## config.mk

```make
export PLATFORM = sky130hd
export DESIGN_NAME = ddr_axi_arbiter
export DESIGN_NICKNAME = d
export VERILOG_FILES = /design/src/rtl/ddr_axi_arbiter.sv
export SDC_FILE = /design/constraint.sdc
export NUM_CORES = 1
export LEC_CHECK = 0
export ABC_AREA = 1
export BUFFER_PORTS_ARGS = -buffer_cell sky130_fd_sc_hd__clkbuf_2
export CAP_MARGIN = 20
export CELL_PAD_IN_SITES_DETAIL_PLACEMENT = 0
export CELL_PAD_IN_SITES_GLOBAL_PLACEMENT = 1
export CORE_AREA = 2 2 736 738
export DETAILED_ROUTE_END_ITERATION = 8
export DIE_AREA = 0 0 738 740
export PLACE_DENSITY = 0.3
export SLEW_MARGIN = 20
export SYNTH_ARGS = -nofsm -noshare
export SYNTH_HDL_FRONTEND = slang
export SYNTH_SLANG_ARGS = --single-unit
```

## constraint.sdc

```tcl
create_clock -name ddrphy_clkin -period 1.6 [get_ports ddrphy_clkin]
set_clock_uncertainty 0.15 [all_clocks]
set_input_delay 0.16 -clock ddrphy_clkin [delete_from_list [all_inputs] [get_ports ddrphy_clkin]]
set_output_delay 0.16 -clock ddrphy_clkin [all_outputs]
set_load 0.005 [all_outputs]
```

## src/rtl/ddr_axi_arbiter.sv

```systemverilog
// ddr_axi_arbiter: shares one DDR3 controller AXI-like port between two
// masters. Write and read paths each have their own round-robin arbiter and
// allow one outstanding burst. Optional beat-count checking is compiled in
// with the ARB_BEAT_CHECK_EN macro.
module ddr_axi_arbiter #(
    parameter int ADDR_WIDTH = 28,
    parameter int DATA_WIDTH = 256,
    parameter int STRB_WIDTH = 32,
    parameter int LEN_WIDTH  = 4
) (
    input  logic                  ddrphy_clkin,
    input  logic                  resetn,
    input  logic [ADDR_WIDTH-1:0] m0_awaddr,
    input  logic [LEN_WIDTH-1:0]  m0_awlen,
    input  logic                  m0_awvalid,
    output logic                  m0_awready,
    input  logic [DATA_WIDTH-1:0] m0_wdata,
    input  logic [STRB_WIDTH-1:0] m0_wstrb,
    output logic                  m0_wready,
    output logic                  m0_wlast,
    input  logic [ADDR_WIDTH-1:0] m0_araddr,
    input  logic [LEN_WIDTH-1:0]  m0_arlen,
    input  logic                  m0_arvalid,
    output logic                  m0_arready,
    output logic [DATA_WIDTH-1:0] m0_rdata,
    output logic                  m0_rvalid,
    output logic                  m0_rlast,
    input  logic [ADDR_WIDTH-1:0] m1_awaddr,
    input  logic [LEN_WIDTH-1:0]  m1_awlen,
    input  logic                  m1_awvalid,
    output logic                  m1_awready,
    input  logic [DATA_WIDTH-1:0] m1_wdata,
    input  logic [STRB_WIDTH-1:0] m1_wstrb,
    output logic                  m1_wready,
    output logic                  m1_wlast,
    input  logic [ADDR_WIDTH-1:0] m1_araddr,
    input  logic [LEN_WIDTH-1:0]  m1_arlen,
    input  logic                  m1_arvalid,
    output logic                  m1_arready,
    output logic [DATA_WIDTH-1:0] m1_rdata,
    output logic                  m1_rvalid,
    output logic                  m1_rlast,
    output logic [ADDR_WIDTH-1:0] axi_awaddr,
    output logic [LEN_WIDTH-1:0]  axi_awlen,
    output logic                  axi_awvalid,
    output logic [3:0]            axi_awuser_id,
    output logic                  axi_awuser_ap,
    input  logic                  axi_awready,
    output logic [DATA_WIDTH-1:0] axi_wdata,
    output logic [STRB_WIDTH-1:0] axi_wstrb,
    input  logic                  axi_wready,
    input  logic                  axi_wusero_last,
    output logic [ADDR_WIDTH-1:0] axi_araddr,
    output logic [LEN_WIDTH-1:0]  axi_arlen,
    output logic                  axi_arvalid,
    output logic [3:0]            axi_aruser_id,
    output logic                  axi_aruser_ap,
    input  logic                  axi_arready,
    input  logic [DATA_WIDTH-1:0] axi_rdata,
    input  logic [3:0]            axi_rid,
    input  logic                  axi_rlast,
    input  logic                  axi_rvalid,
    output logic [1:0]            err_flag
);

    typedef enum logic [1:0] {ST_IDLE = 2'd0, ST_ADDR = 2'd1, ST_DATA = 2'd2} arb_state_t;

    // Round-robin pick: 0 = m0, 1 = m1; ptr names the master favoured on a tie.
    function automatic logic rr_pick(input logic req0, input logic req1, input logic ptr);
        logic pick;
        if (req0 && req1) begin
            pick = ptr;
        end else if (req1) begin
            pick = 1'b1;
        end else begin
            pick = 1'b0;
        end
        return pick;
    endfunction

    arb_state_t            wr_state_q, wr_state_d, rd_state_q, rd_state_d;
    logic                  wr_gnt_q, wr_gnt_d, wr_ptr_q, wr_ptr_d;
    logic                  rd_gnt_q, rd_gnt_d, rd_ptr_q, rd_ptr_d;
    logic [ADDR_WIDTH-1:0] awaddr_q, awaddr_d, araddr_q, araddr_d;
    logic [LEN_WIDTH-1:0]  awlen_q, awlen_d, arlen_q, arlen_d;
    logic [1:0]            err_q, err_d;
    logic                  wr_beat_err_s, rd_beat_err_s, rd_id_err_s;
    logic                  unused_rid_s;

    // Only the low two id bits carry the master index.
    assign unused_rid_s = ^axi_rid[3:2];

    // Write path: grant in IDLE, present address, then steer data beats.
    always_comb begin
        wr_state_d    = wr_state_q;
        wr_gnt_d      = wr_gnt_q;
        wr_ptr_d      = wr_ptr_q;
        awaddr_d      = awaddr_q;
        awlen_d       = awlen_q;
        m0_awready    = 1'b0;
        m1_awready    = 1'b0;
        m0_wready     = 1'b0;
        m1_wready     = 1'b0;
        m0_wlast      = 1'b0;
        m1_wlast      = 1'b0;
        axi_awvalid   = 1'b0;
        axi_awaddr    = {ADDR_WIDTH{1'b0}};
        axi_awlen     = {LEN_WIDTH{1'b0}};
        axi_awuser_id = 4'b0000;
        axi_awuser_ap = 1'b0;
        axi_wdata     = {DATA_WIDTH{1'b0}};
        axi_wstrb     = {STRB_WIDTH{1'b0}};
        case (wr_state_q)
            ST_IDLE: begin
                // resetn gating keeps awready low while reset is held
                if (resetn && (m0_awvalid || m1_awvalid)) begin
                    wr_gnt_d   = rr_pick(m0_awvalid, m1_awvalid, wr_ptr_q);
                    wr_state_d = ST_ADDR;
                    if (wr_gnt_d) begin
                        m1_awready = 1'b1;
                        awaddr_d   = m1_awaddr;
                        awlen_d    = m1_awlen;
                    end else begin
                        m0_awready = 1'b1;
                        awaddr_d   = m0_awaddr;
                        awlen_d    = m0_awlen;
                    end
                end else begin
                    wr_state_d = ST_IDLE;
                end
            end
            ST_ADDR: begin
                axi_awvalid   = 1'b1;
                axi_awaddr    = awaddr_q;
                axi_awlen     = awlen_q;
                axi_awuser_id = {3'b000, wr_gnt_q};
                if (axi_awready) begin
                    wr_state_d = ST_DATA;
                end else begin
                    wr_state_d = ST_ADDR;
                end
            end
            ST_DATA: begin
                if (wr_gnt_q) begin
                    axi_wdata = m1_wdata;
                    axi_wstrb = m1_wstrb;
                    m1_wready = axi_wready;
                    m1_wlast  = axi_wusero_last;
                end else begin
                    axi_wdata = m0_wdata;
                    axi_wstrb = m0_wstrb;
                    m0_wready = axi_wready;
                    m0_wlast  = axi_wusero_last;
                end
                if (axi_wready && axi_wusero_last) begin
                    wr_state_d = ST_IDLE;
                    wr_ptr_d   = ~wr_gnt_q;
                end else begin
                    wr_state_d = ST_DATA;
                end
            end
            default: wr_state_d = ST_IDLE;
        endcase
    end

    // Read path: grant in IDLE, present address, then route response beats.
    always_comb begin
        rd_state_d    = rd_state_q;
        rd_gnt_d      = rd_gnt_q;
        rd_ptr_d      = rd_ptr_q;
        araddr_d      = araddr_q;
        arlen_d       = arlen_q;
        rd_id_err_s   = 1'b0;
        m0_arready    = 1'b0;
        m1_arready    = 1'b0;
        m0_rvalid     = 1'b0;
        m1_rvalid     = 1'b0;
        m0_rlast      = 1'b0;
        m1_rlast      = 1'b0;
        m0_rdata      = {DATA_WIDTH{1'b0}};
        m1_rdata      = {DATA_WIDTH{1'b0}};
        axi_arvalid   = 1'b0;
        axi_araddr    = {ADDR_WIDTH{1'b0}};
        axi_arlen     = {LEN_WIDTH{1'b0}};
        axi_aruser_id = 4'b0000;
        axi_aruser_ap = 1'b0;
        case (rd_state_q)
            ST_IDLE: begin
                if (resetn && (m0_arvalid || m1_arvalid)) begin
                    rd_gnt_d   = rr_pick(m0_arvalid, m1_arvalid, rd_ptr_q);
                    rd_state_d = ST_ADDR;
                    if (rd_gnt_d) begin
                        m1_arready = 1'b1;
                        araddr_d   = m1_araddr;
                        arlen_d    = m1_arlen;
                    end else begin
                        m0_arready = 1'b1;
                        araddr_d   = m0_araddr;
                        arlen_d    = m0_arlen;
                    end
                end else begin
                    rd_state_d = ST_IDLE;
                end
            end
            ST_ADDR: begin
                axi_arvalid   = 1'b1;
                axi_araddr    = araddr_q;
                axi_arlen     = arlen_q;
                axi_aruser_id = {3'b000, rd_gnt_q};
                if (axi_arready) begin
                    rd_state_d = ST_DATA;
                end else begin
                    rd_state_d = ST_ADDR;
                end
            end
            ST_DATA: begin
                m0_rdata = axi_rdata;
                m1_rdata = axi_rdata;
                if (rd_gnt_q) begin
                    m1_rvalid = axi_rvalid;
                    m1_rlast  = axi_rlast;
                end else begin
                    m0_rvalid = axi_rvalid;
                    m0_rlast  = axi_rlast;
                end
                // a beat tagged for the other master is still delivered, only flagged
                rd_id_err_s = axi_rvalid && (axi_rid[1:0] != {1'b0, rd_gnt_q});
                if (axi_rvalid && axi_rlast) begin
                    rd_state_d = ST_IDLE;
                    rd_ptr_d   = ~rd_gnt_q;
                end else begin
                    rd_state_d = ST_DATA;
                end
            end
            default: rd_state_d = ST_IDLE;
        endcase
    end

`ifdef ARB_BEAT_CHECK_EN
    logic [LEN_WIDTH-1:0] wr_cnt_q, wr_cnt_d, rd_cnt_q, rd_cnt_d;

    // Beat counters: a burst must end exactly on beat len (zero based).
    always_comb begin
        wr_cnt_d      = wr_cnt_q;
        rd_cnt_d      = rd_cnt_q;
        wr_beat_err_s = 1'b0;
        rd_beat_err_s = 1'b0;
        if (wr_state_q == ST_ADDR && axi_awready) begin
            wr_cnt_d = {LEN_WIDTH{1'b0}};
        end else if (wr_state_q == ST_DATA && axi_wready) begin
            wr_beat_err_s = axi_wusero_last != (wr_cnt_q == awlen_q);
            wr_cnt_d      = wr_cnt_q + {{(LEN_WIDTH-1){1'b0}}, 1'b1};
        end else begin
            wr_cnt_d = wr_cnt_q;
        end
        if (rd_state_q == ST_ADDR && axi_arready) begin
            rd_cnt_d = {LEN_WIDTH{1'b0}};
        end else if (rd_state_q == ST_DATA && axi_rvalid) begin
            rd_beat_err_s = axi_rlast != (rd_cnt_q == arlen_q);
            rd_cnt_d      = rd_cnt_q + {{(LEN_WIDTH-1){1'b0}}, 1'b1};
        end else begin
            rd_cnt_d = rd_cnt_q;
        end
    end

    // Beat counter registers.
    always_ff @(posedge ddrphy_clkin or negedge resetn) begin
        if (!resetn) begin
            wr_cnt_q <= {LEN_WIDTH{1'b0}};
            rd_cnt_q <= {LEN_WIDTH{1'b0}};
        end else begin
            wr_cnt_q <= wr_cnt_d;
            rd_cnt_q <= rd_cnt_d;
        end
    end
`else
    assign wr_beat_err_s = 1'b0;
    assign rd_beat_err_s = 1'b0;
`endif

    // Sticky error accumulation; only reset clears it.
    assign err_d    = err_q | {rd_id_err_s | rd_beat_err_s, wr_beat_err_s};
    assign err_flag = err_q;

    // State, grant, pointer and latched request registers for both paths.
    always_ff @(posedge ddrphy_clkin or negedge resetn) begin
        if (!resetn) begin
            wr_state_q <= ST_IDLE;
            rd_state_q <= ST_IDLE;
            wr_gnt_q   <= 1'b0;
            rd_gnt_q   <= 1'b0;
            wr_ptr_q   <= 1'b0;
            rd_ptr_q   <= 1'b0;
            awaddr_q   <= {ADDR_WIDTH{1'b0}};
            araddr_q   <= {ADDR_WIDTH{1'b0}};
            awlen_q    <= {LEN_WIDTH{1'b0}};
            arlen_q    <= {LEN_WIDTH{1'b0}};
            err_q      <= 2'b00;
        end else begin
            wr_state_q <= wr_state_d;
            rd_state_q <= rd_state_d;
            wr_gnt_q   <= wr_gnt_d;
            rd_gnt_q   <= rd_gnt_d;
            wr_ptr_q   <= wr_ptr_d;
            rd_ptr_q   <= rd_ptr_d;
            awaddr_q   <= awaddr_d;
            araddr_q   <= araddr_d;
            awlen_q    <= awlen_d;
            arlen_q    <= arlen_d;
            err_q      <= err_d;
        end
    end

endmodule
```

Yosys cells after proc, flatten, opt, wreduce, memory -nomap -nowiden
Cells that the tools add are included.

storage, ports and cells
  word-level logic and storage cells = 96
  output and inout bits = 890
  input bits = 976
  bits in latches = 0
  memory bits (writable) = 0
  memories = 0
  bits in registers = 74
  memory bits (read-only) = 0

operators by class
  add/subtract/negate cells = 0
  magnitude comparators = 0
  muxes and demuxes = 62
  bitwise gates (word level) = 3
  shift operators = 0
  eq/ne operators = 5
  $mul = 0
  reductions and logical operators = 15
  div/mod/pow operators = 0

operator list
  operator              number
  $mux W256             3
  $mux W28              4
  $mux W32              2
  $mux W1               43
  $mux W4               4
  $pmux W2 S3           2
  $mux W2               4
  $reduce_and A2 Y1     4
  $logic_and A1 B1 Y1   7
  $eq A2 B1 Y1 const B  2
  $eq A2 B2 Y1 const B  2
  $logic_not A2 Y1      2
  $logic_or A1 B1 Y1    2
  $ne A2 B1 Y1          1
  $not A1 Y1            2
  $or A2 B2 Y2          1

Longest topological paths before layout
  depth after elaboration = 7
  gate-level depth with buffers = 8
  gate-level depth less buffers = 7

Least setup slack after synthesis
No wires, ideal clock.

  path type = register to output
  start = register rd_state_q[0]
  end = output m1_rdata[245]
  arrival = 1.153 ns
  cell stages (with the launch flop) = 7
  slack = 0.137 ns
  path buffers = 3
  data required time = 1.290 ns
  path through = dfrtp_1 -> inv_1 -> nand2_1 -> buf_2 -> buf_2 -> nor2_1 -> buf_4

between the ends
  cells in the longest elaborated chain, start to end = 2

RTL lines
  what                    RTL line  text
  start, declared         81        arb_state_t wr_state_q, wr_state_d, rd_state_q, rd_state_d;
  start signal, assigned  301       rd_state_q <= rd_state_d;
  $eq A2 B2 Y1            n/a
  $mux W256               n/a
  end, declared           40        output logic [DATA_WIDTH-1:0] m1_rdata,

No other way between the ends.

Final worst setup path
  start = register wr_gnt_q
  end = output axi_wdata[132]

between the ends
  cells in the longest elaborated chain, start to end = 2

RTL lines
  what                    RTL line  text
  start, declared         82        logic wr_gnt_q, wr_gnt_d, wr_ptr_q, wr_ptr_d;
  start signal, assigned  302       wr_gnt_q <= wr_gnt_d;
  $mux W256               144       if (wr_gnt_q) begin
  $mux W256               113       case (wr_state_q)
  end, declared           49        output logic [DATA_WIDTH-1:0] axi_wdata,

No other way between the ends.

==> impl_summary.log <==
[metrics] outcome: complete, but fails checks
[metrics] violated checks: setup timing
[metrics] Seq/Total Area, Yosys: approximately 14%
[metrics] final critical delay including setup and external delays: between 2 and 2.5 ns
[metrics] smallest setup slack after layout: -0.851 ns
[metrics] fraction of final layout cells with drive strength greater than 1: 60.5%
[metrics] critical path launch point type: flip-flop
[metrics] Avg WL per Cell: approximately 35 um
[metrics] Fmax: approximately 410 MHz
[metrics] GRT met2 Usage: between 20% and 30%
[metrics] most frequent cells in the layout: sky130_fd_sc_hd__clkbuf_2, sky130_fd_sc_hd__nand2_1, sky130_fd_sc_hd__inv_1
[metrics] overall die area: between 0.5 and 0.6 mm2
[metrics] final-layout fill cell count: 64.2k
[metrics] Max VDD drop: 0.667 mV
[metrics] number of global-route vias before repair: between 20k and 30k
[metrics] PD cells: 1210 mW/mm2
[metrics] clock root cell: sky130_fd_sc_hd__clkbuf_16
[metrics] Port-buffer cells: 1,854
[metrics] final slew viol count: 0
[metrics] cell area after layout: around 0.040 mm2
[metrics] number of buffers created by CTS: 9
[metrics] starting density of the core: under 10%
[metrics] netlist area before placement: around 0.013 mm2
[metrics] synthesis-to-layout area growth: 210%
[metrics] leading cell type in the layout, fill and taps excluded: sky130_fd_sc_hd__clkbuf_2
[metrics] layer carrying the most global-route usage: met2
[metrics] maximum count of clock buffers along a single path: 2
[metrics] global-route wire length before repair: 466,000 um
[metrics] antenna violations before repair: around 420
[metrics] final core utilization: 7.45%
[metrics] number of nets with antenna violations after routing: 0
[metrics] Final Cycle Share: 153%
[metrics] worst min-delay path category: in2reg
[metrics] required time at the worst-slack endpoint: around 1.3 ns
[metrics] post-place instance area: about 0.035 mm2
[metrics] kind of critical path: reg2out
[metrics] leakage power total: roughly 19 nW
[metrics] clock slew at the register clock pins of the worst setup and hold paths: about 0.090 ns
[metrics] total length of routed wires: just over 400,000 um
[metrics] # clock sinks: 73
[metrics] worst skew pair latency: between 0.4 and 0.5 ns
[metrics] number of distinct library cells after synthesis: 19
[metrics] Synth warnings: 0
[metrics] DR pass1 iterations: 5
[metrics] total via count in the routed design: about 26k
[metrics] endpoint arrival time on the critical path: 2.14 ns
[metrics] synthesized instance count: 2,464
[metrics] residual overflow from global routing: 0
[metrics] worst-path maximum fanout: 18
[metrics] clock tree from TritonCTS: built
[metrics] count of H-tree levels built during CTS: 3
[metrics] Post-route DRC: 0
[metrics] Placeable Area: ~0.54 mm2
[metrics] Horiz. Die Dim: approximately 740 um
[metrics] global-route usage over all layers: between 10% and 20%
[metrics] unrepaired setup endpoints after global routing: true
[metrics] final count of negative-setup-slack endpoints: ~950
[metrics] kind of end point of the critical path: output pin
[metrics] num ports: between 1.5k and 2k
[metrics] row count: 270
[metrics] global-route met3 utilization: slightly below 8%
[metrics] setup slack of the worst register-to-register path: -0.18 ns
[metrics] worst setup slack before clock tree synthesis: -0.972 ns
[metrics] Die Ht: 740 um
[metrics] average size of a mapped cell: between 5 and 6 um2
[metrics] final hold slack: around 0.018 ns
[metrics] Synth Register Bits: 73
[metrics] endpoints failing hold: 0
[metrics] final weighted congestion of routability-driven global placement: about 1.0
[metrics] grt met1 use: between 10% and 20%
[metrics] largest net degree at the start of global routing: 62
[metrics] Starting DRT DRC Count: between 1.5k and 2k
[metrics] NumNets Final: ~5.5k
[metrics] number of violations of the max-capacitance limit: 0
[metrics] vias per std cell: 2.22
[metrics] DP Wirelength: around 390,000 um
per-layer routing:
| metal | vias up | wire length [um] |
|---|---|---|
| li1 | 11200 | - |
| met1 | 12200 | 162000 |
| met2 | 1905 | 184000 |
| met3 | 752 | 52400 |
| met4 | 210 | 15100 |
| met5 | - | 1350 |
cells in the mapped netlist:
| library cell | count | area share [%] |
|---|---|---|
| sky130_fd_sc_hd__a22o_1 | 1 | 0.068 |
| sky130_fd_sc_hd__nand2_1 | 917 | 27 |
| sky130_fd_sc_hd__inv_1 | 339 | 9.8 |
| sky130_fd_sc_hd__inv_2 | 4 | 0.12 |
| sky130_fd_sc_hd__buf_6 | 24 | 2.1 |
| sky130_fd_sc_hd__buf_4 | 274 | 16 |
| sky130_fd_sc_hd__conb_1 | 1 | 0.029 |
| sky130_fd_sc_hd__nor2_1 | 334 | 9.7 |
| sky130_fd_sc_hd__dfrtp_1 | 73 | 14 |
| sky130_fd_sc_hd__clkbuf_1 | 32 | 0.93 |
| sky130_fd_sc_hd__buf_2 | 96 | 3.7 |
| sky130_fd_sc_hd__nor2_4 | 3 | 0.26 |
| sky130_fd_sc_hd__nand2_2 | 1 | 0.048 |
| sky130_fd_sc_hd__nand3_1 | 66 | 2.6 |
| sky130_fd_sc_hd__nor2_2 | 2 | 0.097 |
| sky130_fd_sc_hd__a21oi_2 | 88 | 6.0 |
| sky130_fd_sc_hd__o21ai_0 | 7 | 0.27 |
| sky130_fd_sc_hd__nor3_1 | 2 | 0.077 |
| sky130_fd_sc_hd__a21oi_1 | 200 | 7.7 |
worst max-delay path, cell delays in order (launching register included):
cell and delay [ns]:
sky130_fd_sc_hd__dfrtp_4 0.56, sky130_fd_sc_hd__inv_12 0.12, sky130_fd_sc_hd__buf_12 0.18, sky130_fd_sc_hd__buf_6 0.18, sky130_fd_sc_hd__nand2_1 0.16, sky130_fd_sc_hd__a21oi_4 0.30
sky130_fd_sc_hd__clkbuf_2 0.19
cell families after synthesis:
kind of cell	count (synthesis)	share of synthesized area, %
AND/OR/NAND/NOR	1325	39.3
AO/OA/AOI/OAI	296	14.0
buffers and inverters	769	32.6
flip-flops	73	14.1
other	1	0.0290
state kept, by name (all words and copies together) (netlist names):
register    cells
awlen_q         4
arlen_q         4
wr_gnt_q        1
rd_state_q      2
awaddr_q       28
err_flag        1
rd_ptr_q        1
wr_state_q      2
araddr_q       28
rd_gnt_q        1
wr_ptr_q        1
worst paths after layout:
kind	startpoint	end	cells after the start
max reg2reg	wr_gnt_q$_DFFE_PN0P_	wr_gnt_q$_DFFE_PN0P_	5
max	wr_gnt_q$_DFFE_PN0P_	axi_wdata[132]	6
min in group asynchronous	resetn	awaddr_q[12]$_DFFE_PN0P_	4
min	m1_araddr[21]	araddr_q[21]$_DFFE_PN0P_	5
max in group asynchronous	resetn	awaddr_q[11]$_DFFE_PN0P_	5
min reg2reg	awaddr_q[14]$_DFFE_PN0P_	awaddr_q[14]$_DFFE_PN0P_	2
area by class of cell:
type,instances,area [um2],share of cell area (%)
multi-input combinational,1631,8500,21.2
timing repair buffer,2466,18900,47.1
antenna,74,185,0.461
clock inverter,7,143,0.355
clock buffer,9,225,0.561
timing repair inverter,1,11.3,0.0280
tap,7208,9020,22.5
inverter,343,1320,3.28
sequential,73,1830,4.56
report_power, final:
group	switching (mW)	leakage [nW]	internal [mW]	total (mW)
Sequential	0.535	0.909	2.68	3.21
Combinational	25.2	17.9	17.1	42.3
Clock	1.29	0.180	1.69	2.98
what timing repair did:
item	4_1_cts	5_1_grt
hold buffers	91	0
resized for setup	252	511
pin swaps	32	49
gates cloned	9	23
setup endpoints to repair	932	951
setup buffers	16	37
endpoints found under the hold margin	141	0
through the flow:
stage,cells,power (mW),setup TNS [ns]
4_1_cts,11700,45.2,-617.10
3_5_place_dp,11600,38.5,-210.64
2_1_floorplan,2472,14.7,0
6_report,11800,48.5,-542.69
5_1_grt,11800,51.3,-620.45
3_3_place_gp,11600,38.7,-207.45
No activity file was read; power rests on OpenSTA's default activity.
